===== config.mk =====
export PLATFORM = sky130hd
export DESIGN_NAME = filt_out_buf
export DESIGN_NICKNAME = d
export VERILOG_FILES = /design/src/rtl/filt_out_buf.sv
export SDC_FILE = /design/constraint.sdc
export NUM_CORES = 1
export LEC_CHECK = 0
export CORE_MARGIN = 1
export CORE_UTILIZATION = 43
export CTS_BUF_LIST = sky130_fd_sc_hd__clkbuf_8
export CTS_CLUSTER_SIZE = 8
export DETAILED_ROUTE_END_ITERATION = 10
export SETUP_SLACK_MARGIN = 0.5
export SLEW_MARGIN = 20
export SYNTH_ARGS = -nofsm -noshare
export SYNTH_HDL_FRONTEND = slang
export SYNTH_SLANG_ARGS = --single-unit

===== constraint.sdc =====
create_clock -name clk -period 3.3 [get_ports clk]
set_clock_uncertainty 0.2 [all_clocks]
set_input_delay 0.825 -clock clk [delete_from_list [all_inputs] [get_ports clk]]
set_output_delay 0.825 -clock clk [all_outputs]
set_load 0.05 [all_outputs]

===== src/rtl/filt_out_buf.sv =====
// -----------------------------------------------------------------------------
// filt_out_buf
//
// Output buffer for the 4-bit IIR filter stage. Every sample strobed by
// y_is_valid is captured into a small FIFO and handed to the consumer over a
// valid/ready handshake, so a stalling consumer does not lose samples (up to
// DEPTH of them). Dropped samples raise a sticky overflow flag. The block also
// reports the peak sample over consecutive windows of WIN accepted samples.
//
// Parameters:
//   W      sample width (matches the filter output width)
//   DEPTH  FIFO depth in samples, power of 2, >= 2
//   WIN    peak window length in accepted samples, >= 1
//
// Ports:
//   clk         single clock, rising edge
//   rst         synchronous, active-high reset
//   y           filtered sample, unsigned
//   y_is_valid  sample strobe, at most one per cycle
//   d_out       sample at the FIFO head (meaningful while d_valid)
//   d_valid     FIFO non-empty
//   d_ready     consumer takes the head sample when d_valid & d_ready
//   level       FIFO occupancy, 0..DEPTH
//   overflow    sticky: a sample was dropped since reset
//   peak        maximum of the last completed window
//   peak_valid  one-cycle pulse when peak updates
// -----------------------------------------------------------------------------
module filt_out_buf #(
  parameter int W     = 4,
  parameter int DEPTH = 8,
  parameter int WIN   = 16
) (
  input  logic                       clk,
  input  logic                       rst,
  input  logic [W-1:0]               y,
  input  logic                       y_is_valid,
  output logic [W-1:0]               d_out,
  output logic                       d_valid,
  input  logic                       d_ready,
  output logic [$clog2(DEPTH):0]     level,
  output logic                       overflow,
  output logic [W-1:0]               peak,
  output logic                       peak_valid
);

  localparam int AW = $clog2(DEPTH);
  localparam int LW = AW + 1;
  // A window of one sample still needs a counter bit to compare against.
  localparam int CW = (WIN > 1) ? $clog2(WIN) : 1;

  localparam logic [LW-1:0] LEVEL_FULL = LW'(DEPTH);
  localparam logic [CW-1:0] WIN_LAST   = CW'(WIN - 1);

  logic [W-1:0]  mem [DEPTH];
  logic [AW-1:0] wr_ptr;
  logic [AW-1:0] rd_ptr;
  logic [LW-1:0] level_next;
  logic          full;
  logic          pop;
  logic          push;
  logic          drop;

  logic [W-1:0]  run_max;
  logic [CW-1:0] win_cnt;
  logic [W-1:0]  win_max;

  // ---------------------------------------------------------------------------
  // Handshake decode
  // ---------------------------------------------------------------------------
  assign full = (level == LEVEL_FULL);
  assign pop  = d_valid & d_ready;
  // A pop in the same cycle frees a slot, so a full FIFO still accepts.
  assign push = y_is_valid & (~full | pop);
  assign drop = y_is_valid & full & ~pop;

  // No bypass: the head is always read from storage.
  assign d_out = mem[rd_ptr];

  // Running max including the sample being accepted this cycle.
  assign win_max = (y > run_max) ? y : run_max;

  // NOTE: combinational blocks use blocking '=' and assign a default first so
  // no path leaves level_next unassigned (which would infer a latch).
  always_comb begin
    level_next = level;
    unique case ({push, pop})
      2'b10:   level_next = level + LW'(1);
      2'b01:   level_next = level - LW'(1);
      default: level_next = level;
    endcase
  end

  // ---------------------------------------------------------------------------
  // Sample storage
  // ---------------------------------------------------------------------------
  // NOTE: the storage array is deliberately not reset; its contents are only
  // observable through d_out while d_valid is set, and leaving it out of the
  // reset lets it map onto plain RAM/register-file cells.
  always_ff @(posedge clk) begin
    if (push) begin
      mem[wr_ptr] <= y;
    end
  end

  // ---------------------------------------------------------------------------
  // Pointers, occupancy and status
  // ---------------------------------------------------------------------------
  // NOTE: sequential state uses non-blocking '<=' so every register samples
  // the pre-edge values of the others, independent of statement order.
  always_ff @(posedge clk) begin
    if (rst) begin
      wr_ptr   <= '0;
      rd_ptr   <= '0;
      level    <= '0;
      d_valid  <= 1'b0;
      overflow <= 1'b0;
    end else begin
      // DEPTH is a power of 2, so pointer wrap is the natural rollover.
      if (push) wr_ptr <= wr_ptr + AW'(1);
      if (pop)  rd_ptr <= rd_ptr + AW'(1);
      level   <= level_next;
      d_valid <= (level_next != '0);
      if (drop) overflow <= 1'b1;
    end
  end

  // ---------------------------------------------------------------------------
  // Peak tracking over windows of accepted samples
  // ---------------------------------------------------------------------------
  always_ff @(posedge clk) begin
    if (rst) begin
      run_max    <= '0;
      win_cnt    <= '0;
      peak       <= '0;
      peak_valid <= 1'b0;
    end else begin
      peak_valid <= 1'b0;
      if (push) begin
        if (win_cnt == WIN_LAST) begin
          peak       <= win_max;
          peak_valid <= 1'b1;
          run_max    <= '0;
          win_cnt    <= '0;
        end else begin
          run_max <= win_max;
          win_cnt <= win_cnt + CW'(1);
        end
      end
    end
  end

endmodule


Word level (Yosys, flattened, before mapping)
Memories as Yosys holds them, arrays and structs flattened. A register that Yosys moved wholly into a read port is not among the register bits.
Cells that the tools add are included.
Storage, ports and cells
  register bits: 25
  memories kept: 1
  word-level logic and storage cells: 40
  input port bits: 8
  bits in writable memories: 32
Operators by class
  multiplexer cells: 9
  order comparisons: 1
  $add $sub $neg: 5
  bitwise logic cells: 8
  eq/ne operators: 4
  reductions and logical operators: 3
Memories
  mem: words 8, bits a word 4, rd ports 1, clocked after Yosys merged registers in 1, write ports 1, RTL line 54  | logic [W-1:0] mem [DEPTH];
Operators by type and width (number)
  2-to-1 mux 4 bit: 3
  adder 4 x 1 -> 4 bit (second input constant): 2
  equality test 4 bit (second input constant): 2
  one-hot mux 4 bit (2 select lines): 1
  adder 3 x 1 -> 3 bit (second input constant): 2
  2-to-1 mux 3 bit: 2
  bitwise AND 1 bit: 4
  > comparator 4 bit: 1
  nonzero test 4 bit: 1
  subtractor 4 x 1 -> 4 bit (second input constant): 1
  2-to-1 mux 1 bit: 3
  inverter 1 bit: 3
  equality test 2 x 1 -> 1 bit (second input constant): 1
  equality test 2 bit (second input constant): 1
  AND reduction 2 bit: 1
  OR reduction 2 bit: 1
  OR 1 bit: 1

Depth between registers and ports, before layout
Gate-level depths: netlist of run 1.
  depth in word-level cells: 7
  mapped depth: 8
  mapped depth without buffers: 7

Least setup slack after synthesis of run 1
Ideal clock, no wire load.
  path type: input-to-reg
  start point: input y_is_valid
  end point: register d_valid
  stages: 7
  data arrival time: 2349 ps
  buffers on the path: 0
  library setup time: 134 ps
  setup slack: 617 ps
  cells stage by stage: nand3b_1 -> xnor2_1 -> ha_1 -> o31a_1 -> nor3_1 -> a311oi_1 -> or4_1
On the way
  cells in the longest elaborated chain, start to end: 4
  elaborated cells between the ends (all ways): 5
Ends and longest elaborated chain
  start, declared: RTL line 36  | input logic y_is_valid,
  bitwise AND 1 bit *: RTL line 73  | assign push = y_is_valid & (~full | pop);
  equality test 2 x 1 -> 1 bit or equality test 2 bit (tied branches): RTL line 86  | unique case ({push, pop})
  one-hot mux 4 bit (2 select lines) *: RTL line 86
  nonzero test 4 bit *: RTL line 122  | d_valid <= (level_next != '0);
  end signal, assigned: RTL line 122
  end, declared: RTL line 38  | output logic d_valid,
Every way passes the cells marked *; elsewhere a longest branch is shown, timed or not.
A chain may end at the register's enable or synchronous reset.

==> run_summary.xml, run 1 <==
<?xml version="1.0" encoding="UTF-8"?>
<metrics>
  <group name="run_status">
    <metric name="outcome" unit="">finished, final reports clean</metric>
  </group>
  <group name="route">
    <metric name="first_iter_violations" unit="">99</metric>
    <metric name="drtAntennaViolNets" unit="">0</metric>
    <metric name="drtPass1Iterations" unit="">5</metric>
    <metric name="detail_route.wirelength" unit="um">4750</metric>
    <metric name="route.detailed.wl_per_inst" unit="um">15.1</metric>
    <metric name="via_count" unit="">1671</metric>
    <metric name="drc" unit="">0</metric>
    <metric name="vias_per_cell" unit="">5.32</metric>
  </group>
  <group name="clock_network">
    <metric name="cts_buffers" unit="">9</metric>
    <metric name="clock_sink_count" unit="">60</metric>
    <metric name="root_buffer" unit="">sky130_fd_sc_hd__clkbuf_8</metric>
    <metric name="clk_latency" unit="ps">320</metric>
    <metric name="tritoncts_clock_tree" unit="">done</metric>
    <metric name="cts.clk_slew.worst_paths" unit="ps">70</metric>
    <metric name="htree_levels" unit="">3</metric>
    <metric name="ctsLongestPathBuffers" unit="">2</metric>
    <metric name="post_cts_hold_buffer_count" unit="">0</metric>
  </group>
  <group name="timing">
    <metric name="fmaxAchievable" unit="GHz">0.360</metric>
    <metric name="timing.final.crit_period" unit="ps">2780</metric>
    <metric name="worstMarginPinSlew" unit="ps">579</metric>
    <metric name="grt_setup_unrepaired" unit="">yes</metric>
    <metric name="fin_crit_sh" unit="">0.842</metric>
    <metric name="timing_hold_violations_final" unit="">0</metric>
    <metric name="hold-worst-slack" unit="ps">268</metric>
    <metric name="final.setup.tns" unit="ps">0</metric>
    <metric name="timing.final.max_slew_violations" unit="">0</metric>
    <metric name="slew_headroom" unit="">0.613</metric>
    <metric name="timing.final.setup_violations" unit="">0</metric>
  </group>
  <group name="global_routing">
    <metric name="grt_pass1_wl" unit="um">7870</metric>
    <metric name="gr-usage-met3" unit="">0.0402</metric>
    <metric name="busiest_layer" unit="">met2</metric>
    <metric name="tot_gr_track_use" unit="">0.170</metric>
    <metric name="maximum_number_of_pins_on_one_net_before_global_route_repair" unit="">17</metric>
    <metric name="grt_pass1_vias" unit="">1624</metric>
    <metric name="grt_antenna_before_repair" unit="">0</metric>
    <metric name="gr-usage-met1" unit="">0.211</metric>
    <metric name="globalRouteMet2Util" unit="">0.271</metric>
    <metric name="globalRoute.totalOverflow" unit="">0</metric>
  </group>
  <group name="yosys">
    <metric name="ys_seq_area_frac" unit="">0.595</metric>
    <metric name="synth-edff-count" unit="">32</metric>
    <metric name="syn-instance-count" unit="">202</metric>
    <metric name="synth_nets" unit="">218</metric>
    <metric name="synth_async_sr_flop_share" unit="">0</metric>
    <metric name="synthesis.area_per_instance" unit="sq um">12.7</metric>
    <metric name="synth_top_area_cell" unit="">sky130_fd_sc_hd__edfxtp_1</metric>
    <metric name="synthesis.yosys.warnings" unit="">0</metric>
    <metric name="yosysUniqueCellTypes" unit="">38</metric>
    <metric name="syn_area" unit="sq mm">0.00256</metric>
    <metric name="post_synth_main_area_contributors" unit="">sky130_fd_sc_hd__edfxtp_1 (38%), sky130_fd_sc_hd__dfxtp_1 (22%), sky130_fd_sc_hd__mux4_2 (7.0%), sky130_fd_sc_hd__ha_1 (3.9%), sky130_fd_sc_hd__nand2_1 (2.6%)</metric>
    <metric name="synthDominantCellAreaShare" unit="">0.376</metric>
    <metric name="synthFlopType" unit="">sky130_fd_sc_hd__edfxtp_1</metric>
    <metric name="ys_seq_elements" unit="">60</metric>
  </group>
  <group name="critical_path">
    <metric name="setup.worst_path.end_class" unit="">output pin</metric>
    <metric name="critPathRequiredTime" unit="ps">2270</metric>
    <metric name="critical_path_class" unit="">reg2out</metric>
    <metric name="category_of_the_worst_setup_path_launch_point" unit="">flip-flop</metric>
    <metric name="worstPathMaxFanout" unit="">8</metric>
    <metric name="critPathArrivalTime" unit="ps">1750</metric>
  </group>
  <group name="finish">
    <metric name="layout.cells.most_common" unit="">sky130_fd_sc_hd__edfxtp_1</metric>
    <metric name="layout.area.seq" unit="sq mm">0.00153</metric>
    <metric name="layout.nets" unit="">253</metric>
    <metric name="antenna_cells" unit="">0</metric>
    <metric name="layoutNonFillerInstCount" unit="">314</metric>
    <metric name="layout.cells.most_common_list" unit="">sky130_fd_sc_hd__edfxtp_1 (32), sky130_fd_sc_hd__dfxtp_1 (27), sky130_fd_sc_hd__nand2_1 (18)</metric>
    <metric name="multi_input_comb_area" unit="sq um">975</metric>
    <metric name="num-fill-cells" unit="">486</metric>
    <metric name="drive_above_1_share" unit="">0.198</metric>
    <metric name="flow.area_growth_from_synthesis" unit="%">21.7</metric>
  </group>
  <group name="pwr">
    <metric name="ir_drop" unit="mV">0.314</metric>
    <metric name="pwr-share-comb" unit="">0.257</metric>
    <metric name="p_switching" unit="uW">640</metric>
    <metric name="p_sw_frac" unit="">0.309</metric>
    <metric name="pwr-share-clk" unit="">0.296</metric>
    <metric name="internal-power" unit="uW">1430</metric>
    <metric name="p_leak" unit="uW">0.00113</metric>
    <metric name="p_per_area" unit="mW/mm^2">665</metric>
    <metric name="seq_power_share" unit="">0.447</metric>
  </group>
  <group name="worst_hold_path">
    <metric name="hold_path_class" unit="">reg2reg</metric>
  </group>
  <group name="die">
    <metric name="die_y" unit="um">79.1</metric>
    <metric name="placeableCoreArea" unit="sq mm">0.00561</metric>
    <metric name="initial_utilization" unit="">0.456</metric>
    <metric name="floorplan.rows" unit="">27</metric>
    <metric name="io_pins" unit="">23</metric>
    <metric name="die_area" unit="sq mm">0.00626</metric>
    <metric name="die_x" unit="um">79.1</metric>
  </group>
  <group name="flow_run">
    <metric name="max_cap_viol_count" unit="">0</metric>
  </group>
  <group name="place">
    <metric name="cell_count_after_placement" unit="">298</metric>
    <metric name="dp_hpwl" unit="um">3390</metric>
    <metric name="port_buffers" unit="">22</metric>
    <metric name="gp_congestion" unit="">0.820</metric>
  </group>
</metrics>
logic make-up (layout without fill, tap and decap cells):
logic type / Yosys count / after routing / share of synthesized area
AOI/OAI and AO/OA: 28 / 28 / 0.0739
xor gates and xnor gates: 9 / 9 / 0.0308
adders and majority gates: 8 / 8 / 0.0391
buffers and inverters: 15 / 55 / 0.0264
DFF: 60 / 60 / 0.595
muxes: 16 / 16 / 0.104
and+or+nand+nor: 66 / 66 / 0.131
cell usage after synthesis (2+ instances only):
master / count
sky130_fd_sc_hd__edfxtp_1: 32
sky130_fd_sc_hd__dfxtp_1: 28
sky130_fd_sc_hd__nand2_1: 18
sky130_fd_sc_hd__nor2_1: 16
sky130_fd_sc_hd__o21ai_0: 9
sky130_fd_sc_hd__ha_1: 8
sky130_fd_sc_hd__mux4_2: 8
sky130_fd_sc_hd__a21oi_1: 6
sky130_fd_sc_hd__clkbuf_1: 6
sky130_fd_sc_hd__nor3_1: 6
sky130_fd_sc_hd__or3_1: 6
sky130_fd_sc_hd__xnor2_1: 6
sky130_fd_sc_hd__inv_1: 5
sky130_fd_sc_hd__nand3_1: 5
sky130_fd_sc_hd__mux2_2: 4
sky130_fd_sc_hd__mux2i_1: 4
sky130_fd_sc_hd__buf_2: 3
sky130_fd_sc_hd__nand2b_1: 3
sky130_fd_sc_hd__o32a_1: 3
sky130_fd_sc_hd__xor2_1: 3
sky130_fd_sc_hd__a21bo_2: 2
sky130_fd_sc_hd__and2_1: 2
sky130_fd_sc_hd__nand3b_1: 2
sky130_fd_sc_hd__nand4_1: 2
sky130_fd_sc_hd__nor4_1: 2
repair_timing:
item / 4_1_cts / 5_1_grt
endpoints found under the hold margin: 0 / 0
setup buffers: 0 / 0
gates resized for setup: 7 / 4
pin swaps: 3 / 2
setup endpoints to repair: 5 / 6
layer usage:
layer	up-vias	wire, um
met5	-	0
met4	0	82
met3	8	143
met2	34	2300
met1	809	2220
li1	820	-
final timing paths:
path / endpoint / slack (ps) / from / cells after the start
setup reg to reg: d_valid / 1180 / d_valid / 7
hold reg to reg: peak[3] / 270 / peak[3] / 2
setup / recovery: d_out[0] / 520 / flip-flop / 3
hold / removal: peak[3] / 270 / peak[3] / 2
stage by stage:
stage                     setup WS [ps]  utilization  power [uW]  cell area [sq um]
after global placement              180        0.517        1430               2900
final                               523        0.555        2070               3110
after floorplan                     617            -        1310               2560
after global routing                457        0.555        2160               3110
after CTS                           486        0.553        2080               3100
after detailed placement           89.1        0.517        1450               2900
layout make-up:
class | count | area share
Timing Repair Buffer | 34 | 0.103
Clock inverter | 7 | 0.0193
Multi-Input combinational cell | 127 | 0.313
Inverter | 5 | 0.00603
Clock buffer | 9 | 0.0398
Tap cell | 72 | 0.0289
Sequential cell | 60 | 0.490
power groups by stage:
stage / clock network, uW / logic (uW) / registers [uW]
after floorplan: 0 / 340 / 967
after global placement: 0 / 500 / 935
after detailed placement: 0 / 512 / 939
after CTS: 625 / 525 / 926
after global routing: 659 / 569 / 935
final: 613 / 531 / 925
flip-flops by register name (all words and copies together) (netlist names), named ones only:
name	cells
d_valid	1
rd_ptr	3
win_cnt	4
level	4
wr_ptr	3
peak_valid	1
overflow	1
peak	4
run_max	4
mem	32
worst max-delay path, cell delays in order, from the launching register on:
cell	delay, ps
sky130_fd_sc_hd__dfxtp_4	440
sky130_fd_sc_hd__mux4_2	540
sky130_fd_sc_hd__mux2_2	290
sky130_fd_sc_hd__buf_6	150
(Power assumes the default switching activity.)
==> run 2: changes to the inputs <==
Clock period 3.3 ns to 2.5 ns, I/O delays scaled along.
==> run 2 against run 1 <==
  * Via count is 4.2% higher
  * Combinational power is 53% higher
  * Sequential share of layout area is 3.0 points lower
  * Design area is 7.0% higher
  * Utilization is 3.9 points higher
  * Highest routed layer unchanged
  * The flow now finishes with violations (negative setup slack)
  * Critical endpoint unchanged
  * Count of clock-buffer cells in the layout is 2 higher
  * Non-clock buffer count is 8 higher
  * Final cell count is 2.5% higher
  * Register-to-register slack worse by 770 ps
  * Worst setup slack worse by 590 ps
  * Sequential power is 33% higher
==> run_summary.xml, run 2 (synthesized netlist as in run 1, its figures left out) <==
<?xml version="1.0" encoding="UTF-8"?>
<metrics>
  <group name="die">
    <metric name="floorplan.rows" unit="">27</metric>
    <metric name="initial_utilization" unit="">0.456</metric>
    <metric name="placeableCoreArea" unit="sq mm">0.00561</metric>
    <metric name="die_y" unit="um">79.1</metric>
    <metric name="die_x" unit="um">79.1</metric>
    <metric name="die_area" unit="sq mm">0.00626</metric>
    <metric name="io_pins" unit="">23</metric>
  </group>
  <group name="route">
    <metric name="route.detailed.wl_per_inst" unit="um">16.9</metric>
    <metric name="drtPass1Iterations" unit="">4</metric>
    <metric name="met1_length" unit="um">2310</metric>
    <metric name="via_count" unit="">1742</metric>
    <metric name="route.met3.wl" unit="um">200</metric>
    <metric name="maxUsedRoutingLayer" unit="">met4</metric>
    <metric name="drc" unit="">0</metric>
    <metric name="vias_per_cell" unit="">5.41</metric>
    <metric name="met2_wirelength" unit="um">2810</metric>
    <metric name="first_iter_violations" unit="">104</metric>
    <metric name="detail_route.wirelength" unit="um">5430</metric>
    <metric name="drtAntennaViolNets" unit="">0</metric>
  </group>
  <group name="finish">
    <metric name="post-route-cell-area" unit="sq mm">0.00333</metric>
    <metric name="num-fill-cells" unit="">464</metric>
    <metric name="layout.cells.most_common_list" unit="">sky130_fd_sc_hd__edfxtp_1 (32), sky130_fd_sc_hd__dfxtp_1 (22), sky130_fd_sc_hd__nand2_1 (17), sky130_fd_sc_hd__buf_4 (17), sky130_fd_sc_hd__nor2_1 (13)</metric>
    <metric name="multi_input_comb_area" unit="sq mm">0.00112</metric>
    <metric name="drive_above_1_share" unit="">0.396</metric>
    <metric name="layout.area.seq" unit="sq mm">0.00153</metric>
    <metric name="layout.nets" unit="">261</metric>
    <metric name="largest_register_ff_count" unit="">32</metric>
    <metric name="flow.area_growth_from_synthesis" unit="%">30.3</metric>
    <metric name="layout.cells.most_common" unit="">sky130_fd_sc_hd__edfxtp_1</metric>
    <metric name="registers.top_by_ff_count" unit="">mem</metric>
    <metric name="antenna_cells" unit="">0</metric>
  </group>
  <group name="worst_hold_path">
    <metric name="hold_path_class" unit="">reg2reg</metric>
  </group>
  <group name="global_routing">
    <metric name="grt_antenna_before_repair" unit="">0</metric>
    <metric name="grt_pass1_wl" unit="um">9090</metric>
    <metric name="maximum_number_of_pins_on_one_net_before_global_route_repair" unit="">20</metric>
    <metric name="globalRoute.totalOverflow" unit="">0</metric>
    <metric name="tot_gr_track_use" unit="">0.197</metric>
    <metric name="grt_pass1_vias" unit="">1907</metric>
  </group>
  <group name="clock_network">
    <metric name="clk_latency" unit="ps">330</metric>
    <metric name="clock_sink_count" unit="">60</metric>
    <metric name="cts_buffers" unit="">9</metric>
    <metric name="htree_levels" unit="">3</metric>
    <metric name="post_cts_hold_buffer_count" unit="">0</metric>
    <metric name="ctsLongestPathBuffers" unit="">2</metric>
    <metric name="tritoncts_clock_tree" unit="">done</metric>
    <metric name="cts.clk_slew.worst_paths" unit="ps">60</metric>
    <metric name="root_buffer" unit="">sky130_fd_sc_hd__clkbuf_8</metric>
  </group>
  <group name="timing">
    <metric name="timing.final.ws_setup" unit="ps">-70.4</metric>
    <metric name="fmaxAchievable" unit="GHz">0.389</metric>
    <metric name="timing.final.setup_violations" unit="">4</metric>
    <metric name="timing_hold_violations_final" unit="">0</metric>
    <metric name="timing.final.crit_period" unit="ps">2570</metric>
    <metric name="fin_crit_sh" unit="">1.03</metric>
    <metric name="grt_setup_unrepaired" unit="">yes</metric>
    <metric name="worstMarginPinSlew" unit="ps">435</metric>
    <metric name="slew_headroom" unit="">0.709</metric>
    <metric name="timing.final.max_slew_violations" unit="">0</metric>
    <metric name="hold-worst-slack" unit="ps">265</metric>
  </group>
  <group name="place">
    <metric name="gp_congestion" unit="">0.805</metric>
    <metric name="place_ws" unit="ps">-433</metric>
    <metric name="dp_hpwl" unit="um">3820</metric>
    <metric name="port_buffers" unit="">22</metric>
    <metric name="placement.cell_area" unit="sq mm">0.00301</metric>
  </group>
  <group name="pwr">
    <metric name="p_per_area" unit="mW/mm^2">876</metric>
    <metric name="p_leak" unit="uW">0.00120</metric>
    <metric name="p_sw_frac" unit="">0.311</metric>
    <metric name="pwr-share-comb" unit="">0.278</metric>
    <metric name="ir_drop" unit="mV">0.436</metric>
    <metric name="p_switching" unit="uW">908</metric>
    <metric name="internal-power" unit="uW">2010</metric>
    <metric name="seq_power_share" unit="">0.422</metric>
    <metric name="pwr-share-clk" unit="">0.300</metric>
  </group>
  <group name="critical_path">
    <metric name="worstPathMaxFanout" unit="">8</metric>
    <metric name="setup.worst_path.end_class" unit="">output pin</metric>
    <metric name="critPathArrivalTime" unit="ps">1750</metric>
    <metric name="critPathRequiredTime" unit="ps">1670</metric>
    <metric name="critical_path_class" unit="">reg2out</metric>
    <metric name="category_of_the_worst_setup_path_launch_point" unit="">flip-flop</metric>
  </group>
  <group name="run_status">
    <metric name="outcome" unit="">complete, but fails checks</metric>
    <metric name="failed_checks" unit="">negative setup slack</metric>
  </group>
  <group name="flow_run">
    <metric name="max_cap_viol_count" unit="">0</metric>
  </group>
</metrics>
## run 2: critical path: stages, from the launching register on
cell                      delay (ps)
sky130_fd_sc_hd__dfxtp_4         440
sky130_fd_sc_hd__mux4_2          550
sky130_fd_sc_hd__mux2_4          280
sky130_fd_sc_hd__buf_6           150
## run 2: cell type report
cell class              instances  area share
inverters                       5     0.00563
multi-input cells             127       0.338
clock inverters                 5      0.0154
clock buffers                  11      0.0454
well taps                      72      0.0270
flip-flops and latches         60       0.460
repair buffers                 42       0.109
## run 2: what timing repair did
action	in CTS	in global routing
endpoints found under the setup margin	58	18
buffers inserted	2	0
resized for setup	60	19
hold endpoints to repair	0	0
pin swaps	11	12
gates cloned	1	0
## run 2: layer usage
layer / vias up / track usage
li1: 834 / -
met1: 854 / 0.226
met2: 44 / 0.339
met3: 10 / 0.0391
met4: 0 / 0.115
met5: - / 0
## run 2: stage by stage
step           setup TNS (ps)  total power [uW]   util  std cells
2_1_floorplan               0              1780      -        202
3_3_place_gp             -759              1970  0.537        303
3_5_place_dp            -1600              2000  0.537        303
4_1_cts                  -391              2910  0.586        322
5_1_grt                  -553              3060  0.594        322
6_report                 -222              2920  0.594        322
## run 2: worst paths after layout
| path | start | to | slack [ps] | cells past startpoint |
|---|---|---|---|---|
| setup reg to reg | d_valid | d_valid | 410 | 7 |
| hold reg to reg | peak[2] | peak[2] | 270 | 2 |
| setup / recovery | flip-flop | d_out[0] | -70 | 3 |
| hold / removal | peak[2] | peak[2] | 270 | 2 |
## run 2: power by group through the flow
stage / registers [uW] / clock network [uW] / logic (uW)
2_1_floorplan: 1290 / 0 / 492
3_3_place_gp: 1250 / 0 / 719
3_5_place_dp: 1250 / 0 / 745
4_1_cts: 1230 / 894 / 784
5_1_grt: 1250 / 942 / 874
6_report: 1230 / 874 / 811
==> run 3: changes to the inputs <==
Settings changed: CTS_CLUSTER_SIZE 8 to unset, HOLD_SLACK_MARGIN set to 0.03.
==> results of run 3 <==
The final DEF is identical to that of run 2; final timing and power are the same.
